File: src/rtl/clk_div_prog.sv
// Programmable clock divider with tick or 50%-duty square output.
// A new divisor is applied only at a period boundary, so no output period is cut short or stretched.
module clk_div_prog #(
    parameter int unsigned WIDTH     = 14,
    parameter int unsigned DIV_RESET = 8191
) (
    input  logic             CLK100MHZ,
    input  logic             RST,
    input  logic             EN,
    input  logic             MODE,
    input  logic             DIV_LOAD,
    input  logic [WIDTH-1:0] DIV_VAL,
    output logic             CLK_OUT,
    output logic             TICK,
    output logic             DIV_ACK
);

    logic [WIDTH-1:0] cnt_q, cnt_d;
    logic [WIDTH-1:0] div_act_q, div_act_d;
    logic [WIDTH-1:0] div_pend_q, div_pend_d;
    logic             pend_v_q, pend_v_d;
    logic             clk_out_q, clk_out_d;
    logic             tick_q, tick_d;
    logic             ack_q, ack_d;
    logic             wrap;

    always_comb begin
        cnt_d      = cnt_q;
        div_act_d  = div_act_q;
        div_pend_d = div_pend_q;
        pend_v_d   = pend_v_q;
        clk_out_d  = clk_out_q;
        tick_d     = 1'b0;
        ack_d      = 1'b0;

        wrap = EN && (cnt_q == div_act_q);

        if (EN) begin
            cnt_d = wrap ? '0 : cnt_q + WIDTH'(1);
        end

        // Tick mode parks the square output low, so a switch to square mode starts from 0.
        if (!MODE) begin
            clk_out_d = 1'b0;
        end else if (wrap) begin
            clk_out_d = ~clk_out_q;
        end

        tick_d = wrap && !MODE;

        // A load on the wrap edge itself takes priority over an older pending one.
        if (wrap) begin
            if (DIV_LOAD) begin
                div_act_d = DIV_VAL;
                pend_v_d  = 1'b0;
                ack_d     = 1'b1;
            end else if (pend_v_q) begin
                div_act_d = div_pend_q;
                pend_v_d  = 1'b0;
                ack_d     = 1'b1;
            end
        end else if (DIV_LOAD) begin
            div_pend_d = DIV_VAL;
            pend_v_d   = 1'b1;
        end
    end

    always_ff @(posedge CLK100MHZ or posedge RST) begin
        if (RST) begin
            cnt_q      <= '0;
            div_act_q  <= WIDTH'(DIV_RESET);
            div_pend_q <= '0;
            pend_v_q   <= 1'b0;
            clk_out_q  <= 1'b0;
            tick_q     <= 1'b0;
            ack_q      <= 1'b0;
        end else begin
            cnt_q      <= cnt_d;
            div_act_q  <= div_act_d;
            div_pend_q <= div_pend_d;
            pend_v_q   <= pend_v_d;
            clk_out_q  <= clk_out_d;
            tick_q     <= tick_d;
            ack_q      <= ack_d;
        end
    end

    assign CLK_OUT = clk_out_q;
    assign TICK    = tick_q;
    assign DIV_ACK = ack_q;

endmodule
File: config.mk
export PLATFORM = sky130hd
export DESIGN_NAME = clk_div_prog
export DESIGN_NICKNAME = d
export VERILOG_FILES = /design/src/rtl/clk_div_prog.sv
export SDC_FILE = /design/constraint.sdc
export NUM_CORES = 1
export LEC_CHECK = 0
export BUFFER_PORTS_ARGS = -buffer_cell sky130_fd_sc_hd__buf_2
export CAP_MARGIN = 20
export CORE_MARGIN = 3
export CORE_UTILIZATION = 45
export CTS_CLUSTER_DIAMETER = 200
export DETAILED_ROUTE_END_ITERATION = 6
export GPL_TIMING_DRIVEN = 0
export PLACE_DENSITY = 0.63
export SYNTH_ARGS = -nofsm -noshare
export SYNTH_HDL_FRONTEND = slang
export SYNTH_SLANG_ARGS = --single-unit
File: constraint.sdc
create_clock -name CLK100MHZ -period 2.4 [get_ports CLK100MHZ]
set_clock_uncertainty 0.1 [all_clocks]
set_input_delay 0.12 -clock CLK100MHZ [delete_from_list [all_inputs] [get_ports CLK100MHZ]]
set_output_delay 0.12 -clock CLK100MHZ [all_outputs]
set_load 0.02 [all_outputs]
After elaboration in Yosys (flattened, before gate mapping)
Cells that the tools add are included.

Bits in registers: 46. Bits of input ports: 19. Output and inout bits: 3. Word-level logic and storage cells: 29.

Add/subtract/negate cells: 1. Eq/ne operators: 2. Mux-type cells: 10. Bitwise gates (word level): 2. Reduce and logical (&&, ||, !) cells: 7.

Operator list (count): $mux W14 (3); $add A14 B1 Y14 const B (1); $eq A14 B14 Y1 (1); $mux W1 (7); $reduce_and A2 Y1 (2); $reduce_bool A2 Y1 (2); $logic_and A1 B1 Y1 (2); $ne A2 B1 Y1 const B (1); $not A1 Y1 (2); $logic_not A1 Y1 (1).

Logic depth before layout (Yosys ltp)
Depth after elaboration: 4. Depth in mapped cells: 6. Mapped depth without buffers: 5.

Worst setup path before layout
No wires, ideal clock.

Kind: reg-to-reg. Start point: reg div_act_q[0]. End point: reg div_pend_q[0]. Library setup time: 0.125 ns. Data arrival time: 1.877 ns. Required time: 2.175 ns. Path slack: 0.298 ns. Stages on the path, launching flop included: 6. Buffers on the path: 1. Clock period less this slack: 2.102 ns. Cell sequence: dfstp_2 -> xnor2_1 -> nand4_4 -> o41ai_4 -> buf_6 -> mux2_4.

Word-level cells in the longest chain between the ends: 4.

Ends and longest elaborated chain: start, declared (RTL line 19) `logic [WIDTH-1:0] div_act_q, div_act_d;`; start signal, assigned (RTL line 71) `div_act_q <= WIDTH'(DIV_RESET);`; start signal, assigned (RTL line 79) `div_act_q <= div_act_d;`; $eq A14 B14 Y1 (RTL line 36) `wrap = EN && (cnt_q == div_act_q);`; $logic_and A1 B1 Y1 (RTL line 36); $not A1 Y1 (no source line); $reduce_and A2 Y1 (no source line); end signal, assigned (RTL line 80) `div_pend_q <= div_pend_d;`; end, declared (RTL line 20) `logic [WIDTH-1:0] div_pend_q, div_pend_d;`.

No other way between the ends. A chain may end at the register's enable or synchronous reset.

Worst setup path after layout
Start point: reg cnt_q[9]. End point: reg cnt_q[9].

Word-level cells in the longest chain between the ends: 3. Elaborated cells between the ends (all ways): 4. Classes of those cells: 1 x add/sub; 1 x eq/ne; 1 x mux; 1 x reduce/logical.

Ends and longest elaborated chain: start, declared (RTL line 18) `logic [WIDTH-1:0] cnt_q, cnt_d;`; start signal, assigned (RTL line 78) `cnt_q <= cnt_d;`; branches (longest 2 deep; another with $add A14 B1 Y14); $mux W14 * (RTL line 39) `cnt_d = wrap ? '0 : cnt_q + WIDTH'(1);`.

Mark *: on every way between the ends.

==> results.yml <==
global_routing:
  antenna_found_initial: 0
  grt_max_degree: 37
  grt_pass1_vias: 1647
  overflow: 0
  track_usage_pct: 16.1
  grt_pass1_wl_um: 7840
yosys:
  ys_async_sr_fraction_pct: 100
  synth_adder_area_share_pct: 0.520
  post_synth.cell_area_avg_sq_um: 13.3
  synth_top_area_share_pct: 34.3
  synth.area.top_cells: "dfrtp_1 (34%), dfstp_2 (14%), mux2_2 (13%)"
  synthCells: 181
  synth_nets: 201
  ys_seq_area_share_pct: 48.5
  synth_compound_area_share_pct: 2.49
  synth_xor_area_share_pct: 10.5
  muxShareOfSynthArea_pct: 21.6
  synth_edf_count: 0
  synth.distinct_cells: 35
  synth_flop_cell: "dfrtp_1"
  yosys.area.top_type: "dfrtp_1"
  yosys.area_share.simple_pct: 12.7
  yosysWarnings: 0
  synth_top_family_by_area: "multiplexers"
  netlist_area_sq_mm: 0.00241
  synth_seq_cells: 46
power_and_ir_drop:
  p_leak_nw: 1.23
  vdd_drop_max_mv: 0.431
  power_mw: 2.47
  powerDensity_mw_per_mm2: 855
final_layout:
  area_growth_syn_to_layout_pct: 19.9
  drive_gt1_share_pct: 43.0
  antenna_cells: 0
  layout.cells.non_filler: 295
  fill_cells: 420
  final_area_sq_mm: 0.00289
  finish.utilization_pct: 58.4
  nets: 247
critical_path:
  critPathLaunchType: "flop"
  critPathCaptureType: "flop"
  critical_path_class: "reg2reg"
  worstSetupEndpoint: "cnt_q[9]"
  reg2reg_setup_slack_ns: 0.29
  r2r-end: "cnt_q[9]"
  critPathMaxFanout: 10
  rr_startpoint: "cnt_q[9]"
  cp.required_ns: 2.48
  arrival_ns: 2.19
  cp-startpoint: "cnt_q[9]"
  reg2reg_depth: 5
clock_tree:
  clkTransAtPathRegs_ns: 0.09
  cts_tree: "yes"
  cts_root_buf: "clkbuf_8"
  h-tree-depth: 2
  cts_sinks: 46
  clk_path_buf_depth: 2
  clk-insertion-delay-late_ns: 0.30
  cts_inserted_buffers: 5
placement:
  placed_cells: 268
  place_area_sq_mm: 0.00261
  gp_congestion: 0.746
  io_buffers: 19
  hpwlAfterDp_um: 3110
route:
  num_vias: 1501
  top_layer: "met4"
  wl_met2_um: 2210
  met1Wirelength_um: 1970
  drt-initial-drc-count: 80
  antenna_left: 0
  vias_per_cell: 5.09
  drc: 0
  wire_per_inst_um: 14.7
  wl_met3_um: 129
  drtPass1Iterations: 4
  routed_wl_um: 4340
floorplanning:
  initial_core_util_pct: 48.7
  coreArea_sq_mm: 0.00494
  fp-row-count: 25
  dieArea_sq_mm: 0.00626
  dieWidth_um: 79.1
  io_pins: 22
  dieHeight_um: 79.1
flow_run:
  maxCapViolCount: 0
timing:
  worst_pin_slew_ns: 0.560
  finalCritPeriodShare_pct: 87.9
  relSlewSlack_pct: 62.7
  finalSetupTns_ns: 0
  fmax_mhz: 474
  slew_violations: 0
  setup-violations-final: 0
  grt_setup_unrepaired: "false"
  min_period_ns: 2.11
  finalHoldViolCount: 0
outcome:
  status: "finished, final reports clean"
hold_path:
  hold_class: "in2reg"
-- logic make-up after synthesis --
logic type	Yosys count
flops	46
mux	43
buf+inv	11
compound gates	6
simple gates	49
fa+ha+maj	1
xor+xnor	25
-- registers in the layout, indices dropped and copies added (netlist names) --
name and count:
cnt_q 14, div_act_q 14, div_pend_q 14, CLK_OUT 1, DIV_ACK 1, TICK 1
pend_v_q 1
-- synth_stat cells, types with 3 or more instances --
cell      instances
dfrtp_1          33
mux2_2           27
nor2_1           15
xnor2_1          15
dfstp_2          13
mux2_4           10
nand4_1           9
nand2_1           8
xor2_1            7
buf_6             5
mux2_1            5
clkbuf_1          3
nand2b_1          3
-- critical path, stage by stage, from the launching register on --
cell      delay, ns
dfrtp_1        0.45
xnor2_1        0.26
nand3_1        0.24
nor4_4         0.54
clkbuf_2       0.32
nor2_1         0.08
-- power by group --
group / switching [mW] / leakage [nW] / internal [mW]
combinational: 0.386 / 0.636 / 0.414
sequential: 0.158 / 0.549 / 1.02
clock: 0.281 / 0.0447 / 0.210
total: 0.825 / 1.23 / 1.64
-- layer usage --
metal	up-vias	GRT usage, %
li1	727	-
met1	743	20.8
met2	26	26.9
met3	5	4.54
met4	0	3.61
met5	-	0
-- worst min-delay path by stage --
| stage | cells after the start | start | end | slack, ns |
|---|---|---|---|---|
| final | 3 | DIV_LOAD | div_act_q[11] | 0.18 |
| after global routing | 3 | DIV_LOAD | div_act_q[9] | 0.18 |
| after CTS | 3 | DIV_LOAD | div_pend_q[13] | 0.15 |
| after detailed placement | 2 | RST | div_pend_q[11] | -0.04 |
| after global placement | 2 | MODE | TICK | 0.20 |
| after floorplan | 1 | MODE | TICK | 0.09 |
-- layout make-up --
class / instances / area (sq um) / area share, %
flip-flops and latches: 46 / 1170 / 40.4
multi-input cells: 124 / 1150 / 39.9
repair buffers: 39 / 300 / 10.4
well taps: 67 / 83.8 / 2.90
plain buffers: 9 / 82.6 / 2.86
clock buffers: 5 / 68.8 / 2.38
clock inverters: 3 / 25.0 / 0.867
inverters: 2 / 7.51 / 0.260
-- per-stage QoR --
stage	hold slack [ns]	worst slack [ns]
after floorplan	0.0850	0.298
after global placement	0.201	0.117
after detailed placement	-0.0413	0.0716
after CTS	0.147	0.0534
after global routing	0.179	0.0894
final	0.180	0.291
-- placed cells by master (no fill, tap or decap), types with 2 or more instances in the layout --
| cell type | synthesis | routed |
|---|---|---|
| dfrtp_1 | 33 | 33 |
| mux2_2 | 27 | 27 |
| buf_2 | 0 | 19 |
| dlygate4sd3_1 | 0 | 17 |
| xnor2_1 | 15 | 15 |
| nor2_1 | 15 | 15 |
| dfstp_2 | 13 | 13 |
| mux2_4 | 10 | 10 |
| nand4_1 | 9 | 9 |
| nand2_1 | 8 | 8 |
| xor2_1 | 7 | 7 |
| clkbuf_8 | 1 | 6 |
| buf_6 | 5 | 5 |
| mux2_1 | 5 | 5 |
| nand2b_1 | 3 | 3 |
| and3_1 | 2 | 2 |
| xnor2_2 | 2 | 2 |
| nand3_1 | 2 | 2 |
| nor4_4 | 2 | 2 |
| clkbuf_1 | 3 | 2 |
| nor3_1 | 2 | 2 |
| buf_4 | 0 | 2 |
-- repair_timing --
item | in CTS | in global routing
setup buffers | 0 | 2
setup endpoints to repair | 0 | 25
resized for setup | 0 | 2
hold endpoints to repair | 53 | 0
hold buffers | 17 | 0
No activity file was read; power rests on OpenSTA's default activity.
